**src/rtl/ex_mem_stage.sv**
```systemverilog
// EX->MEM pipeline register with valid/ready handshake and a 2-entry skid buffer.
// Optional HI/LO write-back fields are enabled by defining HILO_EN.
module ex_mem_stage #(
    parameter int unsigned DATA_W   = 32,
    parameter int unsigned ADDR_W   = 5,
    parameter int unsigned NOP_ADDR = 0
) (
    input  logic              clk,
    input  logic              rst,
    input  logic              flush,
    input  logic              ex_valid,
    output logic              ex_ready,
    input  logic              ex_wreg,
    input  logic [ADDR_W-1:0] ex_waddr,
    input  logic [DATA_W-1:0] ex_wdata,
`ifdef HILO_EN
    input  logic              ex_whilo,
    input  logic [DATA_W-1:0] ex_hi,
    input  logic [DATA_W-1:0] ex_lo,
    output logic              mem_whilo,
    output logic [DATA_W-1:0] mem_hi,
    output logic [DATA_W-1:0] mem_lo,
`endif
    output logic              mem_valid,
    input  logic              mem_ready,
    output logic              mem_wreg,
    output logic [ADDR_W-1:0] mem_waddr,
    output logic [DATA_W-1:0] mem_wdata
);

    typedef struct packed {
        logic              wreg;
        logic [ADDR_W-1:0] waddr;
        logic [DATA_W-1:0] wdata;
`ifdef HILO_EN
        logic              whilo;
        logic [DATA_W-1:0] hi;
        logic [DATA_W-1:0] lo;
`endif
    } bundle_t;

    typedef enum logic [1:0] {
        S_EMPTY,
        S_ONE,
        S_TWO
    } state_t;

    state_t  state_q, state_nxt;
    bundle_t main_q, main_nxt;
    bundle_t skid_q, skid_nxt;
    bundle_t ex_b, nop_b;
    logic    valid_nxt;
    logic    ready_nxt;
    logic    accept;
    logic    xfer;

    // Next-state and payload steering; flush overrides everything.
    always_comb begin
        ex_b       = '0;
        ex_b.wreg  = ex_wreg;
        ex_b.waddr = ex_waddr;
        ex_b.wdata = ex_wdata;
`ifdef HILO_EN
        ex_b.whilo = ex_whilo;
        ex_b.hi    = ex_hi;
        ex_b.lo    = ex_lo;
`endif
        nop_b       = '0;
        nop_b.waddr = ADDR_W'(NOP_ADDR);

        accept    = ex_valid & ex_ready;
        xfer      = mem_valid & mem_ready;
        state_nxt = state_q;
        main_nxt  = main_q;
        skid_nxt  = skid_q;
        valid_nxt = mem_valid;

        case (state_q)
            S_EMPTY: begin
                if (accept) begin
                    main_nxt  = ex_b;
                    valid_nxt = 1'b1;
                    state_nxt = S_ONE;
                end
            end
            S_ONE: begin
                if (xfer && accept) begin
                    main_nxt = ex_b;
                end else if (xfer) begin
                    // Bubble: enables drop, address/data keep their last value.
                    main_nxt.wreg = 1'b0;
`ifdef HILO_EN
                    main_nxt.whilo = 1'b0;
`endif
                    valid_nxt = 1'b0;
                    state_nxt = S_EMPTY;
                end else if (accept) begin
                    skid_nxt  = ex_b;
                    state_nxt = S_TWO;
                end
            end
            S_TWO: begin
                if (xfer) begin
                    main_nxt  = skid_q;
                    skid_nxt  = nop_b;
                    state_nxt = S_ONE;
                end
            end
            default: begin
                state_nxt = S_EMPTY;
                valid_nxt = 1'b0;
            end
        endcase

        if (flush) begin
            state_nxt = S_EMPTY;
            main_nxt  = nop_b;
            skid_nxt  = nop_b;
            valid_nxt = 1'b0;
        end

        ready_nxt = (state_nxt != S_TWO);
    end

    always_ff @(posedge clk or posedge rst) begin
        if (rst) begin
            state_q       <= S_EMPTY;
            main_q        <= '0;
            main_q.waddr  <= ADDR_W'(NOP_ADDR);
            skid_q        <= '0;
            skid_q.waddr  <= ADDR_W'(NOP_ADDR);
            mem_valid     <= 1'b0;
            ex_ready      <= 1'b1;
        end else begin
            state_q   <= state_nxt;
            main_q    <= main_nxt;
            skid_q    <= skid_nxt;
            mem_valid <= valid_nxt;
            ex_ready  <= ready_nxt;
        end
    end

    // main_q.wreg is cleared whenever main empties, so it already equals wreg & valid.
    assign mem_wreg  = main_q.wreg;
    assign mem_waddr = main_q.waddr;
    assign mem_wdata = main_q.wdata;
`ifdef HILO_EN
    assign mem_whilo = main_q.whilo;
    assign mem_hi    = main_q.hi;
    assign mem_lo    = main_q.lo;
`endif

endmodule
```
**config.mk**
```make
export PLATFORM = sky130hd
export DESIGN_NAME = ex_mem_stage
export DESIGN_NICKNAME = d
export VERILOG_FILES = /design/src/rtl/ex_mem_stage.sv
export SDC_FILE = /design/constraint.sdc
export NUM_CORES = 1
export LEC_CHECK = 0
export ABC_CLOCK_PERIOD_IN_PS = 6300
export BUFFER_PORTS_ARGS = -buffer_cell sky130_fd_sc_hd__buf_2
export CAP_MARGIN = 0
export CORE_ASPECT_RATIO = 1.75
export CORE_UTILIZATION = 50
export CTS_CLUSTER_DIAMETER = 30
export CTS_CLUSTER_SIZE = 12
export DETAILED_ROUTE_END_ITERATION = 8
export HOLD_SLACK_MARGIN = 0.02
export PLACE_DENSITY = 0.72
export SYNTH_ARGS = -nofsm -noshare
export SYNTH_HDL_FRONTEND = slang
export SYNTH_SLANG_ARGS = --single-unit
```
**constraint.sdc**
```tcl
create_clock -name clk -period 6.3 [get_ports clk]
set_input_delay 1.89 -clock clk [delete_from_list [all_inputs] [get_ports clk]]
set_output_delay 1.89 -clock clk [all_outputs]
set_load 0.005 [all_outputs]
```
==> results of run 1 <==
==> synth_stat cells <==
library cell / number
a22o_1: 37
a21oi_4: 1
nor2_1: 6
dfrtp_1: 79
a311oi_1: 1
o21ai_2: 38
xnor2_1: 1
o21ai_0: 2
a21bo_2: 1
and2_1: 1
nand2_1: 71
a21oi_2: 1
a21boi_2: 1
o22ai_1: 1
mux2_1: 30
o211a_1: 1
and4b_1: 1
o311a_1: 1
mux2_2: 7
buf_8: 1
a21oi_1: 3
a311oi_2: 1
dfstp_2: 1
a31o_2: 1
clkbuf_1: 6
ha_1: 4
o31ai_1: 1
buf_2: 5
a32oi_1: 1
nor3_1: 1
inv_1: 4
maj3_1: 1
and3b_1: 1
clkbuf_2: 3
nand2_2: 9
a211oi_1: 1
buf_6: 7
a21boi_1: 1
==> final cells by class <==
type / instances / area (sq um) / share of cell area (%)
Clock inverter: 2 / 10.0 / 0.222
Timing Repair Buffer: 85 / 433 / 9.58
Inverter: 4 / 16.3 / 0.360
Clock buffer: 11 / 233 / 5.15
Multi-Input combinational cell: 227 / 1710 / 37.9
Tap cell: 88 / 110 / 2.44
Sequential cell: 80 / 2000 / 44.3
==> cell families (layout without fill, tap and decap cells) <==
kind of cell,count (synthesis),after routing,share of synthesized area (%)
compound gates,94,94,21.2
xor+xnor,1,1,0.227
fa+ha+maj,5,5,1.56
buf+inv,26,102,4.45
flops,80,80,52.0
mux,37,37,10.8
simple gates,90,90,9.74
==> power by group through the flow <==
| stage | Combinational, mW | Clock, mW | Sequential, mW |
|---|---|---|---|
| detailed placement | 0.308 | 0 | 0.643 |
| floorplan | 0.210 | 0 | 0.643 |
| finish | 0.303 | 0.443 | 0.634 |
| global route | 0.339 | 0.472 | 0.646 |
| global placement | 0.300 | 0 | 0.639 |
| CTS | 0.310 | 0.451 | 0.635 |
==> routing by layer <==
metal | track usage, % | share of wire (%) | vias up
li1 | - | - | 1333
met1 | 25.5 | 41 | 1322
met2 | 35.2 | 52 | 61
met3 | 4.83 | 4.3 | 17
met4 | 10.8 | 2.9 | 0
met5 | 0 | 0 | -
==> sequential cells by signal, indices dropped and copies added (netlist names) <==
name and count:
skid_q 38, mem_wdata 32, mem_waddr 5, state_q 2, ex_ready 1, mem_valid 1, mem_wreg 1
==> per-stage QoR <==
stage	instances	worst slack [ns]	hold slack, ns
floorplan	333	2.36	0.452
global placement	484	2.68	0.460
detailed placement	484	2.61	0.467
CTS	497	2.93	0.479
global route	497	2.78	0.496
finish	497	2.95	0.476
==> how the worst min path moves through the flow <==
stage               cells past startpoint  slack [ns]       start    endpoint
floorplan                               2        0.45   skid_q[0]   skid_q[0]
global placement                        2        0.46  skid_q[10]  skid_q[10]
detailed placement                      2        0.47  skid_q[10]  skid_q[10]
CTS                                     2        0.48  skid_q[10]  skid_q[10]
global route                            2        0.50  skid_q[24]  skid_q[24]
finish                                  2        0.48  skid_q[16]  skid_q[16]
==> tightest hold or removal path, stage by stage (launching register included) <==
cell,delay [ns]
dfrtp_1,0.34
nand2_1,0.06
o21ai_2,0.05
==> flow_metrics.env, run 1 <==
export IMPL_status="finished, final reports clean"
export IMPL_globalRouteTotalUtil_pct=21.5
export IMPL_worst_endpoint_required_ns=6.56
export IMPL_grt_start_max_net_pins=81
export IMPL_clk_pin_slew_worst_paths_ns=0.05
export IMPL_antenna_found_initial=0
export IMPL_io_pins=83
export IMPL_synth_seq_area_share_pct=52.0
export IMPL_clock_latency_ns=0.33
export IMPL_period_minus_slack_ns=3.35
export IMPL_drt_pre_antenna_iters=4
export IMPL_syn_to_final_growth_pct=17.2
export IMPL_cts_sinks=80
export IMPL_antenna_violating_nets_post_route=0
export IMPL_critPathSlowestCell="buf_4"
export IMPL_dpl_instance_area_sq_mm=0.00428
export IMPL_max_clock_path_buffers=2
export IMPL_synth_largest_area_cell="dfrtp_1"
export IMPL_floorplan_die_width_um=68.4
export IMPL_die_ar_sq_mm=0.00808
export IMPL_worstSetupPathDepth=6
export IMPL_synth_cell_area_sq_mm=0.00385
export IMPL_postSynthAreaPerCell_sq_um=11.6
export IMPL_power_share_sequential_pct=45.9
export IMPL_share_of_layout_cells_above_drive_strength_1_pct=39.1
export IMPL_totalWireLength_um=7700
export IMPL_max_cap_violations=0
export IMPL_ys_top_cells_by_area="dfrtp_1, mux2_1, o21ai_2"
export IMPL_post_layout_total_power_mw=1.38
export IMPL_cpPeakStageDelay_ns=0.79
export IMPL_htree_levels=3
export IMPL_root_driver="clkbuf_16"
export IMPL_top_library_cells_by_usage_in_the_layout_fill_and_taps_aside="buf_2, dfrtp_1, nand2_1"
export IMPL_core_sq_mm=0.00751
export IMPL_layout_cell_area_non_filler_sq_mm=0.00452
export IMPL_tritoncts="done"
export IMPL_synthesis_instances=333
export IMPL_tightest_slew_ns=1.05
export IMPL_ys_warn_count=0
export IMPL_crit_path_end_kind="flop"
export IMPL_timing_critical_path_arrival_ns=3.61
export IMPL_cts_setup_buffers=0
export IMPL_crit_reg2reg_capture="skid_q[11]"
export IMPL_leakagePower_nw=2.24
export IMPL_worst_setup_path_endpoint="skid_q[11]"
export IMPL_finish_utilization_pct=60.1
export IMPL_switchingPower_uw=389
export IMPL_globalRoute_totalOverflow=0
export IMPL_detailed_place_hpwl_um=4990
export IMPL_crit_path_max_fanout=76
export IMPL_fin_nets=454
export IMPL_final_common_cell="buf_2"
export IMPL_setup_tns_ns=0
export IMPL_ys_ff_latch=80
export IMPL_drt_initial_drc_count=134
export IMPL_worst_clock_skew_ns=0.00488
export IMPL_floorplan_initialDensity_pct=51.3
export IMPL_post_route_period_util_pct=53.2
export IMPL_finalSetupViolations=0
export IMPL_syn_num_nets=380
export IMPL_share_comb_of_total_power_pct=22.0
export IMPL_cts_resized=0
export IMPL_p_per_area_mw_per_mm2=306
export IMPL_routabilityCongestion=0.763
export IMPL_setup_reg_to_reg_worst_slack_ns=3.64
export IMPL_fp_row_count=42
export IMPL_hold_viol=0
export IMPL_postCtsHoldBufs=0
export IMPL_cp_startpoint="ex_valid"
export IMPL_port_buffers=82
export IMPL_timing_critical_path_buf_inv=2
export IMPL_numCtsBuffers=9
export IMPL_timing_fmax_mhz=298
export IMPL_rr_startpoint="state_q[0]"
export IMPL_drt_drc_violations_left=0
export IMPL_rr_worst_depth=7
export IMPL_grt_first_pass_wirelength_um=12900
export IMPL_synthDominantCellAreaShare_pct=51.3
export IMPL_slew_viol_final=0
export IMPL_worst_hold_class="flop to flop"
export IMPL_setup_worst_path_class="input pin to flop"
export IMPL_filler_cell_count_in_the_final_layout=656
export IMPL_count_of_inserted_antenna_diode_cells=0
export IMPL_fp_dieH_um=118
export IMPL_sw_frac_of_total_pct=28.2
export IMPL_critical_path_startpoint_type="input pin"
export IMPL_critical_path_top_delay_family="buffers and inverters"
export IMPL_rsz0062_at_grt="no"
export IMPL_first_global_vias=2798
export IMPL_intPower_uw=991
export IMPL_post_drt_via_cell_ratio=5.50
export IMPL_yosysUniqueCellTypes=38
export IMPL_wire_per_inst_um=15.5
export IMPL_worst_ir_drop_vdd_uv=195
export IMPL_crit_path_cells="buf_2, and3b_1, a311oi_4, buf_4, nand2_1, o21ai_2"
export IMPL_vias=2733
export IMPL_power_clock_fraction_pct=32.1
export IMPL_worst_slew_slack_as_a_fraction_of_its_limit_pct=30.1
Power figures use the tool's default switching activity.
==> run 2: changes to the inputs <==
Settings changed: ABC_CLOCK_PERIOD_IN_PS 6300 to 3500.
Clock period 6.3 ns to 3.5 ns, I/O delays scaled along.
==> run 2 against run 1 <==
Net effect:
- worst setup slack got worse by 1.9 ns
- worst hold slack got worse by 0.00077 ns
- critical endpoint is now mem_waddr[1]
- first-iteration DRC count rose by 35%
- register-to-register slack got worse by 2.6 ns
==> flow_metrics.env, run 2 (synthesis gave the netlist of run 1 again) <==
export IMPL_vias=2730
export IMPL_regMostFlops="skid_q"
export IMPL_crit_path_max_fanout=37
export IMPL_worst_endpoint_required_ns=3.71
export IMPL_floorplan_initialDensity_pct=51.3
export IMPL_worst_clock_skew_ns=0.00379
export IMPL_clk_pin_slew_worst_paths_ns=0.06
export IMPL_worst_slew_slack_as_a_fraction_of_its_limit_pct=57.6
export IMPL_worst_ir_drop_vdd_uv=298
export IMPL_final_common_cell="buf_2"
export IMPL_rsz0062_at_grt="no"
export IMPL_power_share_sequential_pct=45.6
export IMPL_fin_nets=457
export IMPL_timing_critical_path_arrival_ns=2.64
export IMPL_post_route_period_util_pct=69.4
export IMPL_timing_critical_path_buf_inv=2
export IMPL_htree_levels=3
export IMPL_setup_tns_ns=0
export IMPL_power_clock_fraction_pct=32.3
export IMPL_finish_utilization_pct=60.9
export IMPL_tritoncts="done"
export IMPL_slew_viol_final=0
export IMPL_drt_initial_drc_count=181
export IMPL_syn_to_final_growth_pct=18.7
export IMPL_max_clock_path_buffers=2
export IMPL_critPathSlowestCell="buf_4"
export IMPL_setup_worst_path_class="flop to flop"
export IMPL_leakagePower_nw=2.27
export IMPL_hold_viol=0
export IMPL_sw_frac_of_total_pct=28.3
export IMPL_core_sq_mm=0.00751
export IMPL_drt_pre_antenna_iters=4
export IMPL_die_ar_sq_mm=0.00808
export IMPL_totalWireLength_um=7800
export IMPL_tightest_slew_ns=0.635
export IMPL_grt_first_pass_wirelength_um=13100
export IMPL_fp_row_count=42
export IMPL_crit_path_end_kind="flop"
export IMPL_floorplan_die_width_um=68.4
export IMPL_routabilityCongestion=0.783
export IMPL_met2_usage_pct=35.9
export IMPL_antenna_found_initial=1
export IMPL_globalRoute_totalOverflow=0
export IMPL_clock_latency_ns=0.33
export IMPL_grt_use_met1_pct=26.2
export IMPL_status="finished, final reports clean"
export IMPL_share_of_layout_cells_above_drive_strength_1_pct=39.1
export IMPL_globalRouteTotalUtil_pct=21.8
export IMPL_fp_dieH_um=118
export IMPL_share_comb_of_total_power_pct=22.1
export IMPL_cpPeakStageDelay_ns=0.45
export IMPL_timing_fmax_mhz=412
export IMPL_io_pins=83
export IMPL_first_global_vias=2789
export IMPL_grt_start_max_net_pins=77
export IMPL_worst_hold_class="flop to flop"
export IMPL_post_drt_via_cell_ratio=5.43
export IMPL_finalSetupViolations=0
export IMPL_detailed_place_hpwl_um=5120
export IMPL_drt_drc_violations_left=0
export IMPL_switchingPower_uw=712
export IMPL_post_layout_total_power_mw=2.51
export IMPL_top_library_cells_by_usage_in_the_layout_fill_and_taps_aside="buf_2, dfrtp_1, nand2_1"
export IMPL_postCtsHoldBufs=0
export IMPL_port_buffers=82
export IMPL_largest_register_ffs=38
export IMPL_p_per_area_mw_per_mm2=550
export IMPL_critical_path_startpoint_type="flop"
export IMPL_numCtsBuffers=9
export IMPL_intPower_mw=1.80
export IMPL_grt_met3_usage_pct=4.63
export IMPL_cts_setup_buffers=0
export IMPL_period_minus_slack_ns=2.43
export IMPL_max_cap_violations=0
export IMPL_root_driver="clkbuf_16"
export IMPL_crit_path_cells="inv_1, ha_1, a21boi_1, nor2_1, a21oi_4, buf_4, mux2_2"
export IMPL_globalRoute_busiestLayer="met2"
export IMPL_critical_path_top_delay_family="buffers and inverters"
export IMPL_wire_per_inst_um=15.5
export IMPL_cts_resized=0
export IMPL_filler_cell_count_in_the_final_layout=659
export IMPL_cts_sinks=80
export IMPL_antenna_violating_nets_post_route=0
[run 2: cell count changes in the layout (fill, tap and decap cells not counted)]
cell / previous run / this run
clkbuf_1: 2 / 5
diode_2: 0 / 1
buf_4: 3 / 4
clkinv_2: 3 / 2
buf_12: 0 / 2
[run 2: power groups by stage]
stage / logic (mW) / clock network [mW] / registers, mW
after floorplan: 0.378 / 0 / 1.16
after global placement: 0.553 / 0 / 1.15
after detailed placement: 0.565 / 0 / 1.16
after CTS: 0.567 / 0.834 / 1.15
after global routing: 0.621 / 0.867 / 1.17
final: 0.557 / 0.812 / 1.15
[run 2: final timing paths]
| path | startpoint | to | slack (ns) | depth (start not counted) |
|---|---|---|---|---|
| max in group asynchronous | rst | ex_ready | 2.02 | 3 |
| min in group asynchronous | rst | mem_wdata[13] | 0.78 | 2 |
| worst min register to register | skid_q[5] | skid_q[5] | 0.47 | 2 |
| worst max register to register | state_q[0] | mem_waddr[1] | 1.07 | 7 |
| worst max-delay path | state_q[0] | mem_waddr[1] | 1.07 | 7 |
| worst min-delay path | skid_q[5] | skid_q[5] | 0.47 | 2 |
[run 2: final cells by class]
type	instances	area [sq um]	area share, %
sequential	80	2000	43.8
multi-input combinational	227	1710	37.4
timing repair buffer	88	480	10.5
clock buffer	14	244	5.33
tap	88	110	2.41
inverter	4	16.3	0.356
clock inverter	1	5.00	0.109
antenna	1	2.50	0.0547
[run 2: stage by stage]
stage	std cells	setup slack, ns	hold WS (ns)	instance area [sq um]
finish	503	1.07	0.475	4570
global route	503	0.878	0.490	4570
CTS	502	1.08	0.479	4570
detailed placement	487	0.839	0.465	4320
global placement	487	0.873	0.459	4320
floorplan	333	0.400	0.452	3850
[run 2: per-layer routing]
| layer | routed length [um] | up-vias |
|---|---|---|
| li1 | - | 1342 |
| met1 | 3280 | 1318 |
| met2 | 4040 | 60 |
| met3 | 327 | 10 |
| met4 | 157 | 0 |
| met5 | 0 | - |
[run 2: tightest hold or removal path, stage by stage, from the launching register on]
cell and delay [ns]:
dfrtp_1 0.34, nand2_1 0.06, o21ai_2 0.05
